### config.mk
export PLATFORM = sky130hd
export DESIGN_NAME = fpdiv_seq_ctrl
export DESIGN_NICKNAME = d
export VERILOG_FILES = /design/src/rtl/fpdiv_seq_ctrl.sv
export SDC_FILE = /design/constraint.sdc
export NUM_CORES = 1
export LEC_CHECK = 0
export ABC_AREA = 1
export CORE_MARGIN = 8
export CORE_UTILIZATION = 30
export CTS_CLUSTER_DIAMETER = 200
export DETAILED_ROUTE_END_ITERATION = 16
export HOLD_SLACK_MARGIN = 0.15
export PLACE_DENSITY = 0.65
export SETUP_SLACK_MARGIN = 0.5
export SLEW_MARGIN = 20
export SYNTH_ARGS = -nofsm -noshare
export SYNTH_HDL_FRONTEND = slang
export SYNTH_SLANG_ARGS = --single-unit
### constraint.sdc
create_clock -name clk -period 2 [get_ports clk]
set_clock_uncertainty 0.05 [all_clocks]
set_input_delay 0.4 -clock clk [delete_from_list [all_inputs] [get_ports clk]]
set_output_delay 0.4 -clock clk [all_outputs]
set_load 0.03 [all_outputs]
### src/rtl/fpdiv_seq_ctrl.sv
// Sequencing controller for the iterative FP divide/sqrt unit: special-case bypass,
// counted recurrence, rounding cycle and a valid/ack result handshake.
module fpdiv_seq_ctrl #(
  parameter int DIV_ITERS  = 28,
  parameter int SQRT_ITERS = 28,
  parameter int CNT_W      = 6
) (
  input  logic        clk,
  input  logic        reset,
  input  logic        start,
  output logic        ready,
  input  logic        op_type,
  input  logic [2:0]  Ztype,
  input  logic        Invalid,
  input  logic        NaNIn,
  input  logic        Denorm,
  input  logic        SignA,
  input  logic        SignB,
  input  logic        flush,
  output logic        prep_en,
  output logic        iter_en,
  output logic        iter_first,
  output logic        round_en,
  output logic        result_valid,
  input  logic        result_ack,
  output logic        special,
  output logic [63:0] SpecialResult,
  output logic        FlagNV,
  output logic        FlagDZ,
  output logic        op_q
);

  localparam logic [2:0] IDLE  = 3'd0;
  localparam logic [2:0] PREP  = 3'd1;
  localparam logic [2:0] ITER  = 3'd2;
  localparam logic [2:0] ROUND = 3'd3;
  localparam logic [2:0] HOLD  = 3'd4;

  localparam logic [CNT_W-1:0] DIV_LOAD  = CNT_W'(DIV_ITERS - 1);
  localparam logic [CNT_W-1:0] SQRT_LOAD = CNT_W'(SQRT_ITERS - 1);

  logic [2:0]       state_q, state_d;
  logic [CNT_W-1:0] cnt_q, cnt_d;
  logic             first_q, first_d;
  logic             special_q, nv_q, dz_q;
  logic [63:0]      result_q;

  logic             accept;
  logic             case_nan, case_inf, case_zero, is_special, res_sign, dz_dec;
  logic [63:0]      spec_dec;

  // Special-case decode on the live inputs; only captured on an accept.
  always_comb begin
    case_nan   = Invalid | NaNIn | (Ztype[1:0] == 2'b01);
    case_inf   = ~case_nan & (Ztype[1:0] == 2'b10);
    case_zero  = ~case_nan & (Ztype[1:0] == 2'b11);
    is_special = case_nan | case_inf | case_zero;
    res_sign   = op_type ? SignA : (SignA ^ SignB);
    dz_dec     = Ztype[2] & ~op_type & ~case_nan & is_special;
    spec_dec   = 64'd0;
    if (case_nan) begin
      spec_dec = 64'h7FF8_0000_0000_0000;
    end else if (case_inf) begin
      spec_dec = {res_sign, 11'h7FF, 52'd0};
    end else if (case_zero) begin
      spec_dec = {res_sign, 63'd0};
    end
  end

  assign accept = start & (state_q == IDLE) & ~flush;

  always_comb begin
    state_d = state_q;
    cnt_d   = cnt_q;
    first_d = 1'b0;
    if (flush) begin
      state_d = IDLE;
      cnt_d   = '0;
    end else begin
      case (state_q)
        IDLE: begin
          if (start) begin
            if (is_special) begin
              state_d = HOLD;
            end else if (Denorm) begin
              state_d = PREP;
            end else begin
              state_d = ITER;
              cnt_d   = op_type ? SQRT_LOAD : DIV_LOAD;
              first_d = 1'b1;
            end
          end
        end
        PREP: begin
          state_d = ITER;
          cnt_d   = op_q ? SQRT_LOAD : DIV_LOAD;
          first_d = 1'b1;
        end
        ITER: begin
          if (cnt_q == '0) begin
            state_d = ROUND;
          end else begin
            cnt_d = cnt_q - CNT_W'(1);
          end
        end
        ROUND: state_d = HOLD;
        HOLD: begin
          if (result_ack) begin
            state_d = IDLE;
          end
        end
        default: begin
          state_d = IDLE;
          cnt_d   = '0;
        end
      endcase
    end
  end

  always_ff @(posedge clk or posedge reset) begin
    if (reset) begin
      state_q <= IDLE;
      cnt_q   <= '0;
      first_q <= 1'b0;
    end else begin
      state_q <= state_d;
      cnt_q   <= cnt_d;
      first_q <= first_d;
    end
  end

  // Result fields stay frozen from one accept to the next, flushes included.
  always_ff @(posedge clk or posedge reset) begin
    if (reset) begin
      op_q      <= 1'b0;
      special_q <= 1'b0;
      result_q  <= 64'd0;
      nv_q      <= 1'b0;
      dz_q      <= 1'b0;
    end else if (accept) begin
      op_q      <= op_type;
      special_q <= is_special;
      result_q  <= spec_dec;
      nv_q      <= Invalid;
      dz_q      <= dz_dec;
    end
  end

  assign ready         = (state_q == IDLE);
  assign prep_en       = (state_q == PREP);
  assign iter_en       = (state_q == ITER);
  assign iter_first    = (state_q == ITER) & first_q;
  assign round_en      = (state_q == ROUND);
  assign result_valid  = (state_q == HOLD);
  assign special       = special_q;
  assign SpecialResult = result_q;
  assign FlagNV        = nv_q;
  assign FlagDZ        = dz_q;

endmodule

==> qor.yml, run 1 <==
finish:
  regArea_um2: 429
  syn2layout_area_growth_pct: 34.5
  drive_gt1_share_pct: 32.6
  nets: 284
  stdcell_area_um2: 2100
  antenna_cells: 0
  multi_input_area_um2: 862
  n_fill_cell: 550
critical_path:
  cp_data_arrival_time_ps: 1210
  crit_type: "flip-flop to output pin"
  crit_path_max_fanout: 3
  end_kind: "output pin"
  cp.required_ps: 1550
  worst_setup_path_start_kind: "flip-flop"
  cpMaxStageDelayCell: "dfrtp_2"
  r2r_slack_ps: 510
  crit_path_max_incr_delay_ps: 460
  path_cells: "buf_4 > inv_2 > nand2_4 > nor2_4 > buf_6"
placed_design:
  place_hpwl_um: 2950
  port-buffer-count: 36
  gp_congestion: 0.853
  placed_cell_area_um2: 1780
flow_run:
  drv_cap: 0
floorplan:
  die_area_um2: 7760
  num_rows: 26
  initial_utilization_pct: 30.7
  die_x_um: 88.1
  num_io_pins: 88
  die_h_um: 88.1
  coreArea_um2: 5070
route:
  drc: 0
  routed_wirelength_um: 4140
  final_antenna_net_count: 0
  via_count: 1372
  drt_iter0_drc: 43
  vias_per_cell: 4.07
  wl_per_cell_um: 12.3
  dr.pass1.iters: 4
clock_tree:
  worstSkewPairLatency_ps: 250
  clk_path_buf_depth: 2
  cts_root_buf: "clkbuf_8"
  cts.sink_count: 17
  numCtsBuffers: 3
  htree_levels: 1
  cts_tree: "done"
  clk_pin_slew_ps: 70
  postCtsHoldBufs: 0
synthesis:
  yosys_warnings: 0
  synth_area_per_cell_um2: 7.33
  ys_ff_latch: 17
  ys.flop_type: "dfrtp_1"
  yosys.area.top_type: "buf_4"
  synth-compound-area-share_pct: 7.06
  synthMuxAreaShare_pct: 0
  synth_area_leaders: "buf_4 29%, dfrtp_1 27%, nand2_1 11%, inv_1 4.6%, nor2_1 3.6%"
  syn_area_um2: 1560
  synthDominantCellAreaShare_pct: 29.4
  yosysUniqueCellTypes: 27
  yosys.area_share.simple_pct: 27.1
  synth_xor_area_share_pct: 1.12
  synthArstFlopShare_pct: 100
  synth_edf_count: 0
  yosysSeqAreaShare_pct: 27.3
  synth_top_family_by_area: "buffers and inverters"
  synth_fa_ha_area_share_pct: 1.60
  syn_inst: 213
timing:
  setup_viol: 0
  final-max-slew-violation-count: 0
  fin_tns_setup_ps: 0
  fin_crit_ps: 1660
  fmax_mhz: 604
  post-route-period-util_pct: 82.8
  hold_viol_final: 0
  rsz0062_at_grt: "true"
global_route:
  grt_max_degree: 18
  grt_first_pass_wirelength_um: 6050
  antenna_found_initial: 0
  grt_use_total_pct: 9.73
  grt_overflow_total: 0
  grt_pass1_vias: 1353
pwr:
  irDropWorstVdd_v: 0.000441
  p_leak_nw: 1.11
  p_per_area_nw_per_um2: 1070
min_path:
  hold_class: "primary input to asynchronous set/reset pin"
status:
  status: "finished, final reports clean"
[Yosys cell counts (2+ instances only)]
master	n
nand2_1	45
nand4_1	3
dfrtp_1	17
buf_4	61
nor2_2	3
o21ai_1	2
nor2_1	15
a21oi_1	2
xnor2_1	2
ha_1	2
nand2_2	4
buf_6	2
nand3_2	2
nand3_1	11
nor2_4	2
inv_1	19
o21ai_2	4
o21ai_0	8
[cells in the final DEF (no fill, tap or decap), drive strengths merged]
cell	netlist	layout
conb	1	51
nand2	50	50
buf	63	37
inv	20	20
nor2	20	20
dfrtp	17	17
o21ai	14	14
nand3	13	13
clkdlybuf4s50	0	11
clkdlybuf4s15	0	8
dlygate4sd2	0	5
clkbuf	0	5
nand4	3	3
a21oi	2	2
xnor2	2	2
ha	2	2
nand3b	1	1
and3	1	1
nor3	1	1
nor3b	1	1
o21a	1	1
a21boi	1	1
clkdlybuf4s18	0	1
[layout make-up]
cell class                 count  area share, %
tap                           70           4.17
sequential                    17           20.5
timing repair buffer          63           28.3
multi-input combinational    163           41.1
inverter                      20           3.82
clock buffer                   4           2.15
[cells by family (layout without fill, tap and decap cells)]
logic type | after synthesis | count (layout)
and+or+nand+nor | 90 | 90
adders and majority gates | 2 | 2
other | 1 | 51
AOI/OAI and AO/OA | 18 | 18
DFF | 17 | 17
buffers and inverters | 83 | 87
xor gates and xnor gates | 2 | 2
[path summary, 6_finish.rpt]
kind                                    from           endpoint  depth (start not counted)
setup reg to reg                  state_q[0]           cnt_q[1]                         10
max in group asynchronous              reset  SpecialResult[62]                          3
hold reg to reg            SpecialResult[63]  SpecialResult[63]                          2
min in group clk           SpecialResult[63]  SpecialResult[63]                          2
setup / recovery                  state_q[1]       result_valid                          5
hold / removal                         reset           cnt_q[4]                          3
[metrics by stage]
step	total power, mW	util [%]	hold slack (ps)	worst slack (ps)	instances
detailed placement	1.82	35.1	419	84.1	311
finish	2.25	41.3	413	344	337
floorplan	1.59	-	276	533	263
global placement	1.80	35.1	416	110	311
CTS	2.11	39.4	422	321	327
global route	2.41	41.3	431	296	337
[registers in the layout, summed over array words and instances (netlist names)]
register / cells
cnt_q: 6
SpecialResult: 3
state_q: 3
FlagDZ: 1
FlagNV: 1
first_q: 1
op_q: 1
special: 1
[timing repair]
action / in CTS / in global routing
hold endpoints to repair: 0 / 0
pin swaps: 10 / 16
resized for setup: 96 / 33
setup buffers: 12 / 10
endpoints found under the setup margin: 31 / 34
[routing by layer]
| layer | global-route usage (%) | share of wire, % | vias up |
|---|---|---|---|
| li1 | - | - | 660 |
| met1 | 10.5 | 38 | 625 |
| met2 | 17.8 | 50 | 79 |
| met3 | 3.56 | 10 | 8 |
| met4 | 1.69 | 1.2 | 0 |
| met5 | 0 | 0 | - |
[power breakdown]
part	internal (mW)	switching (mW)
registers	0.444	0.0874
clock network	0.141	0.119
logic	0.520	0.933
[worst max-delay path, delay by kind of cell (launching register included)]
kind	cells	cell delay, ps
flops	1	460
buf+inv	3	340
simple gates	2	150
(Power assumes the default switching activity.)
==> run 2: changes to the inputs <==
--- a/config.mk
+++ b/config.mk
@@ -11,7 +11,7 @@
 export CTS_CLUSTER_DIAMETER = 200
 export DETAILED_ROUTE_END_ITERATION = 16
 export HOLD_SLACK_MARGIN = 0.15
-export PLACE_DENSITY = 0.65
+export PLACE_DENSITY = 0.68
 export SETUP_SLACK_MARGIN = 0.5
 export SLEW_MARGIN = 20
 export SYNTH_ARGS = -nofsm -noshare
==> constraint.sdc (replaced) <==
create_clock -name clk -period 1.4 [get_ports clk]
set_clock_uncertainty 0.05 [all_clocks]
set_input_delay 0.28 -clock clk [delete_from_list [all_inputs] [get_ports clk]]
set_output_delay 0.28 -clock clk [all_outputs]
set_load 0.03 [all_outputs]
==> run 2 against run 1 <==
Effect of this change:
- the flow now finishes with violations (negative setup slack)
- via count increased by 2.0%
- power up 62%
- worst setup slack got worse by 520 ps
- critical path depth fell by 1
- largest power group unchanged
==> qor.yml, run 2 (synthesis gave the netlist of run 1 again) <==
critical_path:
  crit_type: "flip-flop to output pin"
  cp.required_ps: 1070
  path_cells: "nor2_4 > inv_1 > nor2_4 > buf_12"
  cpMaxStageDelayCell: "dfrtp_2"
  cp_data_arrival_time_ps: 1240
  worst_setup_path_start_kind: "flip-flop"
  crit_path_max_incr_delay_ps: 470
  cpMostUsedCell: "nor2_4"
  end_kind: "output pin"
  crit_path_max_fanout: 4
clock_tree:
  clk_pin_slew_ps: 80
  cts_tree: "done"
  numCtsBuffers: 3
  cts_root_buf: "clkbuf_8"
  worstSkewPairLatency_ps: 260
  htree_levels: 1
  clk_path_buf_depth: 2
  postCtsHoldBufs: 0
  cts.sink_count: 17
timing:
  fin_crit_ps: 1570
  rsz0062_at_grt: "true"
  setup_viol: 14
  fmax_mhz: 636
  whs_ps: 296
  final-max-slew-violation-count: 0
  layout_setup_ws_ps: -173
  post-route-period-util_pct: 112
  hold_viol_final: 0
min_path:
  hold_class: "primary input to asynchronous set/reset pin"
floorplan:
  die_area_um2: 7760
  num_rows: 26
  coreArea_um2: 5070
  initial_utilization_pct: 30.7
  die_h_um: 88.1
  die_x_um: 88.1
  num_io_pins: 88
route:
  drt_iter0_drc: 45
  dr.pass1.iters: 4
  final_antenna_net_count: 0
  wl_per_cell_um: 12.4
  via_count: 1400
  routed_wirelength_um: 4340
  drc: 0
  vias_per_cell: 3.99
pwr:
  p_leak_nw: 1.18
  irDropWorstVdd_v: 0.000710
  p_per_area_nw_per_um2: 1600
finish:
  final_cell_mix: "51 x conb_1, 38 x nand2_1, 37 x buf_4"
  antenna_cells: 0
  layout_commonest_cell: "conb_1"
  nets: 298
  syn2layout_area_growth_pct: 46.0
  drive_gt1_share_pct: 39.5
  top_register: "cnt_q"
  n_fill_cell: 545
  largest_reg_flops: 6
status:
  status: "finished with violations"
  violations: "negative setup slack"
placed_design:
  gp_congestion: 0.848
  place_ws_ps: -253
  port-buffer-count: 36
  place_hpwl_um: 3150
global_route:
  antenna_found_initial: 0
  grt_max_degree: 18
  grt_first_pass_wirelength_um: 6750
  grt_overflow_total: 0
  grt_pass1_vias: 1519
  grt_use_total_pct: 10.9
flow_run:
  drv_cap: 0
[run 2: cell types whose count changed in the layout (fill, tap and decap cells not counted), moves of 5 or more]
| cell | before | now |
|---|---|---|
| buf_4 | 20 | 37 |
| buf_6 | 9 | 22 |
| buf_2 | 5 | 0 |
| clkdlybuf4s15_2 | 5 | 0 |
| dlygate4sd2_1 | 5 | 0 |
| nand2_2 | 6 | 11 |
[run 2: final timing paths]
kind / startpoint / cells past startpoint / endpoint / slack (ps)
min in group clk: FlagDZ / 2 / FlagDZ / 470
worst min-delay path: reset / 3 / special / 300
worst max-delay path: state_q[2] / 4 / prep_en / -170
max in group asynchronous: reset / 3 / state_q[1] / 780
worst max register to register: state_q[2] / 8 / cnt_q[2] / -110
worst min register to register: FlagDZ / 2 / FlagDZ / 470
[run 2: final cells by class]
class | count | area, µm² | share of cell area [%]
Clock buffer | 3 | 41.3 | 1.81
Clock inverter | 1 | 5.00 | 0.220
Inverter | 20 | 87.6 | 3.84
Multi-Input combinational cell | 163 | 870 | 38.2
Sequential cell | 17 | 432 | 18.9
Tap cell | 70 | 87.6 | 3.84
Timing Repair Buffer | 77 | 756 | 33.2
[run 2: per-stage QoR]
stage                     setup TNS (ps)  instances  utilization [%]  instance area [µm²]  total power, mW
after global placement             -2740        322             38.4                 1950             2.77
after CTS                          -1110        343             43.7                 2220             3.59
final                              -1350        351             44.9                 2280             3.64
after global routing               -2690        351             44.9                 2280             3.90
after detailed placement           -3000        322             38.4                 1950             2.81
after floorplan                        0        263                -                 1880             2.49
[run 2: critical path: cells and delay by family (launching register included)]
family / cells / cell delay, ps
flops: 1 / 470
simple gates: 2 / 290
buf+inv: 2 / 220
[run 2: timing repair]
item / 4_1_cts / 5_1_grt
pin swaps: 7 / 4
buffers inserted: 17 / 8
gates cloned: 0 / 0
setup endpoints to repair: 40 / 40
resized for setup: 69 / 1
[run 2: power by group]
part / switching, mW / internal (mW) / leakage (nW)
logic: 1.43 / 1.05 / 0.937
clock network: 0.191 / 0.198 / 0.0255
registers: 0.133 / 0.639 / 0.217
[run 2: routing by layer]
metal | GRT usage [%] | part of all wire [%]
met1 | 11.8 | 38
met3 | 3.66 | 11
met4 | 2.30 | 1.1
met5 | 0 | 0
met2 | 20.1 | 49
==> run 3: changes to the inputs <==
--- a/config.mk
+++ b/config.mk
@@ -6,12 +6,13 @@
 export NUM_CORES = 1
 export LEC_CHECK = 0
 export ABC_AREA = 1
+export CORE_ASPECT_RATIO = 0.6
 export CORE_MARGIN = 8
-export CORE_UTILIZATION = 30
+export CORE_UTILIZATION = 35
 export CTS_CLUSTER_DIAMETER = 200
 export DETAILED_ROUTE_END_ITERATION = 16
 export HOLD_SLACK_MARGIN = 0.15
-export PLACE_DENSITY = 0.68
+export PLACE_DENSITY = 0.77
 export SETUP_SLACK_MARGIN = 0.5
 export SLEW_MARGIN = 20
 export SYNTH_ARGS = -nofsm -noshare
==> run 3 against run 2 <==
Effect of this change:
- clock power down 2%
- the run still ends with negative setup slack left
- hold slack worse by 16 ps
- cell count down 3.1%
- final area up 0.99%
- register-to-register slack better by 30 ps
- via count up 0.86%
==> qor.yml, run 3 (synthesis gave the netlist of run 1 again) <==
status:
  status: "finished with violations"
  violations: "negative setup slack"
timing:
  hold_viol_final: 0
  rsz0062_at_grt: "true"
  fmax_mhz: 644
  fin_tns_setup_ps: -1270
  layout_setup_ws_ps: -154
  setup_viol: 15
  fin_crit_ps: 1550
  post-route-period-util_pct: 111
  final-max-slew-violation-count: 0
global_route:
  grt-busiest-layer: "met2"
  grt_overflow_total: 0
  grt_max_degree: 18
  grt_use_total_pct: 12.6
  grt_first_pass_wirelength_um: 6980
  grt_use_met3_pct: 2.56
  use_met1_pct: 16.1
  antenna_found_initial: 0
  met2_usage_pct: 21.5
  grt_pass1_vias: 1372
critical_path:
  cpMaxStageDelayCell: "dfrtp_1"
  end_kind: "output pin"
  crit_buf_inv: 4
  crit_type: "flip-flop to output pin"
  cp.required_ps: 1070
  cpMostUsedCell: "buf_12"
  path_cells: "inv_4 > buf_12 > buf_12 > nor2_4 > buf_6"
  crit_start: "state_q[0]"
  cp_num_cells: 5
  cp_data_arrival_time_ps: 1220
  crit_path_max_fanout: 4
  crit_path_max_incr_delay_ps: 390
  critPathTopFamily: "buffers and inverters"
  reg2regPathDepth: 7
  r2r-start: "state_q[1]"
  worst_setup_path_start_kind: "flip-flop"
floorplan:
  coreArea_um2: 4190
  die_area_um2: 6920
  die_x_um: 102
  initial_utilization_pct: 37.2
  die_h_um: 67.7
  num_rows: 18
  num_io_pins: 88
finish:
  syn2layout_area_growth_pct: 47.5
  top_register: "cnt_q"
  final_cell_mix: "51 x conb_1, 36 x nand2_1, 30 x buf_6, 30 x buf_4, 14 x dfrtp_1"
  antenna_cells: 0
  fin_util_pct: 54.9
  drive_gt1_share_pct: 41.4
  nets: 297
  layout_commonest_cell: "conb_1"
  n_fill_cell: 378
  largest_reg_flops: 6
route:
  wl_per_cell_um: 13.4
  vias_per_cell: 4.15
  drc: 0
  routed_wirelength_um: 4540
  drt_iter0_drc: 76
  via_count: 1412
  dr.pass1.iters: 4
  final_antenna_net_count: 0
clock_tree:
  numCtsBuffers: 3
  cts_root_buf: "clkbuf_8"
  worstSkewPairLatency_ps: 260
  htree_levels: 1
  cts_tree: "done"
  clk_path_buf_depth: 2
  cts.sink_count: 17
  clk_pin_slew_ps: 70
placed_design:
  place_hpwl_um: 3300
  place_ws_ps: -332
  gp_congestion: 0.865
  port-buffer-count: 36
pwr:
  swShare_pct: 49.0
  combPwrFrac_pct: 68.5
  irDropWorstVdd_v: 0.000655
  p_int_mw: 1.88
  p_per_area_nw_per_um2: 1600
  power.switching_mw: 1.81
  pwr-share-clk_pct: 10.4
  p_leak_nw: 1.19
  seqPwrFrac_pct: 21.1
flow_run:
  drv_cap: 0
min_path:
  hold_class: "primary input to asynchronous set/reset pin"
==> run 3: cell count changes in the layout (fill, tap and decap cells not counted), sizes merged <==
cell	delta
buf	-1
==> run 3: tightest hold or removal path, stage by stage <==
cell and delay (ps):
clkdlybuf4s50_1 390, inv_1 50, buf_4 240
==> run 3: timing repair <==
item                                    4_1_cts  5_1_grt
endpoints found under the hold margin         0        0
pin swaps                                    15        8
hold buffers                                  0        0
setup buffers                                18        5
endpoints found under the setup margin       40       40
gates resized for setup                      64        5
==> run 3: power groups by stage <==
stage / sequential, mW / combinational [mW] / clock, mW
after floorplan: 0.927 / 1.56 / 0
after global placement: 0.784 / 1.97 / 0
after detailed placement: 0.786 / 1.99 / 0
after CTS: 0.764 / 2.44 / 0.383
after global routing: 0.791 / 2.69 / 0.398
final: 0.777 / 2.53 / 0.383
==> run 3: final timing paths <==
path                                    to  slack (ps)
worst max register to register    cnt_q[3]         -80
max in group asynchronous       state_q[2]         800
min in group clk                   special         470
worst min register to register     special         470
worst max-delay path               prep_en        -150
worst min-delay path               first_q         280
==> run 3: final cells by class <==
class	count	area (µm²)	share of cell area, %
clock inverters	1	5.00	0.218
repair buffers	76	753	32.7
multi-input cells	163	907	39.4
clock buffers	3	41.3	1.79
well taps	60	75.1	3.26
flip-flops and latches	17	432	18.8
inverters	20	87.6	3.81
==> run 3: metrics by stage <==
| stage | power, mW | std cells | area, µm² | hold slack, ps |
|---|---|---|---|---|
| final | 3.69 | 340 | 2300 | 279 |
| after global routing | 3.88 | 340 | 2300 | 318 |
| after CTS | 3.59 | 335 | 2250 | 296 |
| after global placement | 2.75 | 313 | 1890 | 416 |
| after detailed placement | 2.78 | 313 | 1890 | 422 |
| after floorplan | 2.49 | 263 | 1880 | 156 |
==> run 3: metal layers <==
| layer | vias up | wire, µm |
|---|---|---|
| li1 | 688 | - |
| met1 | 664 | 1880 |
| met2 | 55 | 2330 |
| met3 | 5 | 290 |
| met4 | 0 | 43 |
| met5 | - | 0 |
